## config.mk

```make
export PLATFORM = sky130hd
export DESIGN_NAME = rodada_colunas_seq
export DESIGN_NICKNAME = d
export VERILOG_FILES = /design/src/rtl/rodada_colunas_seq.sv
export SDC_FILE = /design/constraint.sdc
export NUM_CORES = 1
export LEC_CHECK = 0
export CAP_MARGIN = 20
export CELL_PAD_IN_SITES_DETAIL_PLACEMENT = 1
export CELL_PAD_IN_SITES_GLOBAL_PLACEMENT = 1
export CORE_ASPECT_RATIO = 1.4
export CORE_UTILIZATION = 41
export DETAILED_ROUTE_END_ITERATION = 8
export PLACE_DENSITY = 0.84
export SLEW_MARGIN = 10
export SYNTH_ARGS = -nofsm -noshare
export SYNTH_HDL_FRONTEND = slang
export SYNTH_HIERARCHICAL = 1
export SYNTH_SLANG_ARGS = --single-unit
```

## constraint.sdc

```tcl
create_clock -name clock -period 6.45 [get_ports clock]
set_input_delay 1.6125 -clock clock [delete_from_list [all_inputs] [get_ports clock]]
set_output_delay 1.6125 -clock clock [all_outputs]
set_load 0.01 [all_outputs]
```

## src/rtl/rodada_colunas_seq.sv

```systemverilog
// AES round tail: ShiftRows on accept, then one MixColumns+AddRoundKey column
// per cycle, with valid/ready handshakes on both sides.

module rodada_mix_linha #(
  parameter int ROW = 0
) (
  input  logic [3:0][7:0] col,
  input  logic            bypass,
  output logic [7:0]      b
);
  localparam int R1 = (ROW + 1) % 4;
  localparam int R2 = (ROW + 2) % 4;
  localparam int R3 = (ROW + 3) % 4;

  function automatic logic [7:0] xtime(input logic [7:0] x);
    return {x[6:0], 1'b0} ^ (x[7] ? 8'h1b : 8'h00);
  endfunction

  // Every MixColumns row is 2*a[r] ^ 3*a[r+1] ^ a[r+2] ^ a[r+3]
  logic [7:0] mix;
  always_comb begin
    mix = xtime(col[ROW]) ^ xtime(col[R1]) ^ col[R1] ^ col[R2] ^ col[R3];
    b   = bypass ? col[ROW] : mix;
  end
endmodule

module rodada_colunas_seq (
  input  logic         clock,
  input  logic         reset,
  input  logic [127:0] entrada,
  input  logic [127:0] chave,
  input  logic         ultima,
  input  logic         entrada_valida,
  output logic         pronto,
  output logic [127:0] saida,
  output logic         saida_valida,
  input  logic         saida_pronta
);
  typedef enum logic [1:0] {
    OCIOSO    = 2'd0,
    COLUNA    = 2'd1,
    CONCLUIDO = 2'd2
  } estado_t;

  estado_t        estado_q, estado_d;
  logic [1:0]     col_q, col_d;
  logic [127:0]   dados_q, dados_d;
  logic [127:0]   chave_q, chave_d;
  logic           ultima_q, ultima_d;
  logic [127:0]   saida_q, saida_d;
  logic           pronto_q, pronto_d;
  logic           valida_q, valida_d;

  logic [3:0][7:0] col_a;
  logic [3:0][7:0] col_b;
  logic [31:0]     col_k;

  function automatic logic [127:0] shift_rows(input logic [127:0] x);
    logic [127:0] y;
    y = '0;
    for (int c = 0; c < 4; c++)
      for (int r = 0; r < 4; r++)
        y[8*(4*c+r) +: 8] = x[8*(4*((c+r)%4)+r) +: 8];
    return y;
  endfunction

  assign col_a = dados_q[32*col_q +: 32];
  assign col_k = chave_q[32*col_q +: 32];

  for (genvar r = 0; r < 4; r++) begin : g_linha
    rodada_mix_linha #(.ROW(r)) u_linha (
      .col    (col_a),
      .bypass (ultima_q),
      .b      (col_b[r])
    );
  end

  always_comb begin
    estado_d = estado_q;
    col_d    = col_q;
    dados_d  = dados_q;
    chave_d  = chave_q;
    ultima_d = ultima_q;
    saida_d  = saida_q;
    case (estado_q)
      OCIOSO: begin
        if (entrada_valida) begin
          dados_d  = shift_rows(entrada);
          chave_d  = chave;
          ultima_d = ultima;
          col_d    = 2'd0;
          estado_d = COLUNA;
        end
      end
      COLUNA: begin
        saida_d[32*col_q +: 32] = col_b ^ col_k;
        if (col_q == 2'd3) estado_d = CONCLUIDO;
        else               col_d    = col_q + 2'd1;
      end
      CONCLUIDO: begin
        if (saida_pronta) estado_d = OCIOSO;
      end
      default: estado_d = OCIOSO;
    endcase
    // Handshake outputs are registered copies of the next-state decode
    pronto_d = (estado_d == OCIOSO);
    valida_d = (estado_d == CONCLUIDO);
  end

  always_ff @(posedge clock) begin
    if (reset) begin
      estado_q <= OCIOSO;
      col_q    <= 2'd0;
      dados_q  <= '0;
      chave_q  <= '0;
      ultima_q <= 1'b0;
      saida_q  <= '0;
      pronto_q <= 1'b1;
      valida_q <= 1'b0;
    end else begin
      estado_q <= estado_d;
      col_q    <= col_d;
      dados_q  <= dados_d;
      chave_q  <= chave_d;
      ultima_q <= ultima_d;
      saida_q  <= saida_d;
      pronto_q <= pronto_d;
      valida_q <= valida_d;
    end
  end

  assign pronto       = pronto_q;
  assign saida_valida = valida_q;
  assign saida        = saida_q;
endmodule

```

==> run_results.csv <==
group,metric,value,unit
status,status,"complete, but fails checks",
status,violations,"design-rule violations",
yosys,synth_edf_count,0,
place,pre_cts_slack,2420,ps
final_layout,fin_nets,2361,
pwr,power_density,283,mW/mm^2
route,routed-wl-met2,30.7,mm
setup_path,path_max_fanout,193,
sta,finalSetupViolations,0,
floorplan,ios,391,
grt,antenna_found_initial,9,
clocking,path_clk_slew,60,ps
final_layout,layoutNonFillerInstCount,2673,
setup_path,cp.arrival,4070,ps
pwr,max-vdd-ir-drop,0.192,mV
sta,hold_viol_final,0,
yosys,synth_cells,1787,
yosys,synth_nets,2053,
route,dr.pass1.iters,7,
floorplan,start_util,41.5,%
min_path,hp-class,"flop to flop",
clocking,clock_path_buffers,3,
yosys,avgSynthCellArea,9.56,um^2
sta,maxSlewViolCount,0,
grt,grt_pass1_wl,87.3,mm
yosys,ys_types,34,
sta,rsz0062_at_grt,"false",
sta,finalSetupTns,0,ps
final_layout,syn_to_final_growth,31.2,%
floorplan,die_w,175,um
yosys,ys_warn_count,6,
place,io_buffers,390,
place,dpl-instance-area,0.0211,mm^2
setup_path,start_kind,"input pin",
route,vias,14351,
sta,worst_slack,2820,ps
yosys,synth-async-reset-ratio,0,%
flow_run,maxCapViolations,0,
place,dp_cells,2594,
yosys,ys_ff_latch,391,
place,dpl.hpwl,40.2,mm
yosys,ys.flop_type,"dfxtp_1",
clocking,cts_num_sinks,391,
route,first_iter_violations,807,
grt,grt_max_degree,194,
clocking,root_buffer,"clkbuf_16",
sta,slew_headroom,32.6,%
floorplan,die_y,244,um
route,met3WireLength,2.49,mm
clocking,cts_resized,0,
route,post-route-drc-count,4,
floorplan,row_count,88,
floorplan,die_area,0.0425,mm^2
yosys,synth_seq_area_share,45.8,%
yosys,synth_area,0.0171,mm^2
pwr,leakage,7.92,nW
clocking,htreeDepth,2,
grt,grt.overflow.total,0,
clocking,post-cts-setup-buffers,0,
clocking,hold_buffers,0,
sta,post-route-min-period,3630,ps
route,vias_per_cell,5.37,
floorplan,core_area,0.0412,mm^2
setup_path,required,6890,ps
clocking,clock_latency,540,ps
sta,fin_crit_sh,56.2,%
route,ant_nets,0,
route,wirelength,57.7,mm
final_layout,design_area,0.0224,mm^2
sta,clock_skew,12.3,ps
route,highest_layer,"met5",
setup_path,endpoint_kind,"flop",
sta,tightest_slew,1010,ps
setup_path,critical_path_class,"input pin to flop",
clocking,cts_tree,"yes",
route,wl_met1,21.4,mm
grt,grt_pass1_vias,15231,
final_layout,drive_gt1_share,9.00,%
sta,fmax,0.276,GHz
route,wire_per_inst,21.6,um
clocking,cts_made_buffers,38,
place,gp_congestion,0.794,
grt,grt.total_usage,26.6,%
==> path summary, 6_finish.rpt <==
check	slack [ps]	endpoint	cells past startpoint	startpoint
worst max-delay path	2820	chave_q[24]	5	entrada_valida
worst min-delay path	450	dados_q[7]	2	dados_q[7]
worst max register to register	2880	saida[32]	7	col_q[1]
worst min register to register	450	dados_q[7]	2	dados_q[7]
==> state kept, by name (all words and copies together) (netlist names) <==
signal        count
ultima_q          1
saida           128
col_q             2
saida_valida      1
pronto            1
estado_q          2
dados_q         128
chave_q         128
==> metrics by stage <==
step	hold WS, ps	util, %	total power [mW]
6_report	453	54.4	6.34
5_1_grt	468	54.4	6.57
3_5_place_dp	448	51.2	4.10
4_1_cts	457	54.3	6.39
3_3_place_gp	438	51.2	4.05
2_1_floorplan	433	-	3.57
==> where the power goes <==
part / internal, mW / switching, mW / total, mW / leakage (nW)
Combinational: 0.675 / 0.754 / 1.43 / 4.10
Clock: 1.34 / 0.945 / 2.29 / 0.630
Sequential: 2.54 / 0.0852 / 2.62 / 3.20
==> Yosys cell counts, types with 4 or more instances <==
| library cell | count | area, um^2 |
|---|---|---|
| o32ai_1 | 32 | 280 |
| mux2_2 | 4 | 45.0 |
| xnor2_1 | 65 | 569 |
| xor3_1 | 4 | 95.1 |
| o21ai_0 | 19 | 95.1 |
| buf_2 | 38 | 190 |
| o2bb2ai_1 | 64 | 561 |
| o21ai_1 | 42 | 210 |
| inv_1 | 34 | 128 |
| ha_1 | 5 | 62.6 |
| xor3_2 | 4 | 100 |
| dfxtp_1 | 391 | 7830 |
| xnor2_2 | 31 | 504 |
| clkbuf_1 | 68 | 255 |
| nor2_1 | 4 | 15.0 |
| buf_6 | 27 | 304 |
| a21oi_1 | 263 | 1320 |
| buf_1 | 5 | 18.8 |
| mux4_2 | 64 | 1440 |
| nand3b_1 | 34 | 255 |
| xnor3_1 | 28 | 631 |
| nand2_1 | 543 | 2040 |
==> per-layer routing <==
layer,global-route usage [%],up-vias
li1,-,6726
met1,29.2,7062
met2,49.2,425
met3,3.60,136
met4,14.3,2
met5,0,-
==> cell type report <==
type / count / area, um^2
Antenna cell: 10 / 25.0
Multi-Input combinational cell: 1222 / 8370
Inverter: 34 / 128
Clock inverter: 8 / 92.6
Timing Repair Buffer: 408 / 4100
Fill cell: 4596 / 18800
Sequential cell: 391 / 7840
Tap cell: 540 / 676
Clock buffer: 60 / 1190
==> critical path, stage by stage <==
cell             delay (ps)
clkdlybuf4s50_1         440
or3b_4                  770
buf_12                  580
nand2_1                 150
a21oi_1                 250
==> kinds of logic (layout without fill, tap and decap cells) <==
logic type | after synthesis | after routing | share of synthesized area (%)
multiplexers | 68 | 68 | 8.70
XOR/XNOR | 132 | 132 | 11.1
adder cells (fa/ha/maj) | 5 | 5 | 0.366
flip-flops | 391 | 391 | 45.8
other | 0 | 10 | 0
AND/OR/NAND/NOR | 596 | 596 | 14.2
AO/OA/AOI/OAI | 421 | 421 | 14.4
buffers and inverters | 174 | 510 | 5.32
==> placed cells by master, fill, tap and decap left out, types with 19 or more instances in the layout <==
cell / instances
nand2_1: 543
mux4_2: 64
clkdlybuf4s50_1: 389
xnor2_2: 31
o2bb2ai_1: 64
o32ai_1: 32
nand3b_1: 34
o21ai_1: 42
dfxtp_1: 388
a21oi_1: 261
xnor2_1: 65
inv_1: 34
xnor3_1: 28
o21ai_0: 19
clkbuf_16: 41
(Power assumes the default switching activity.)
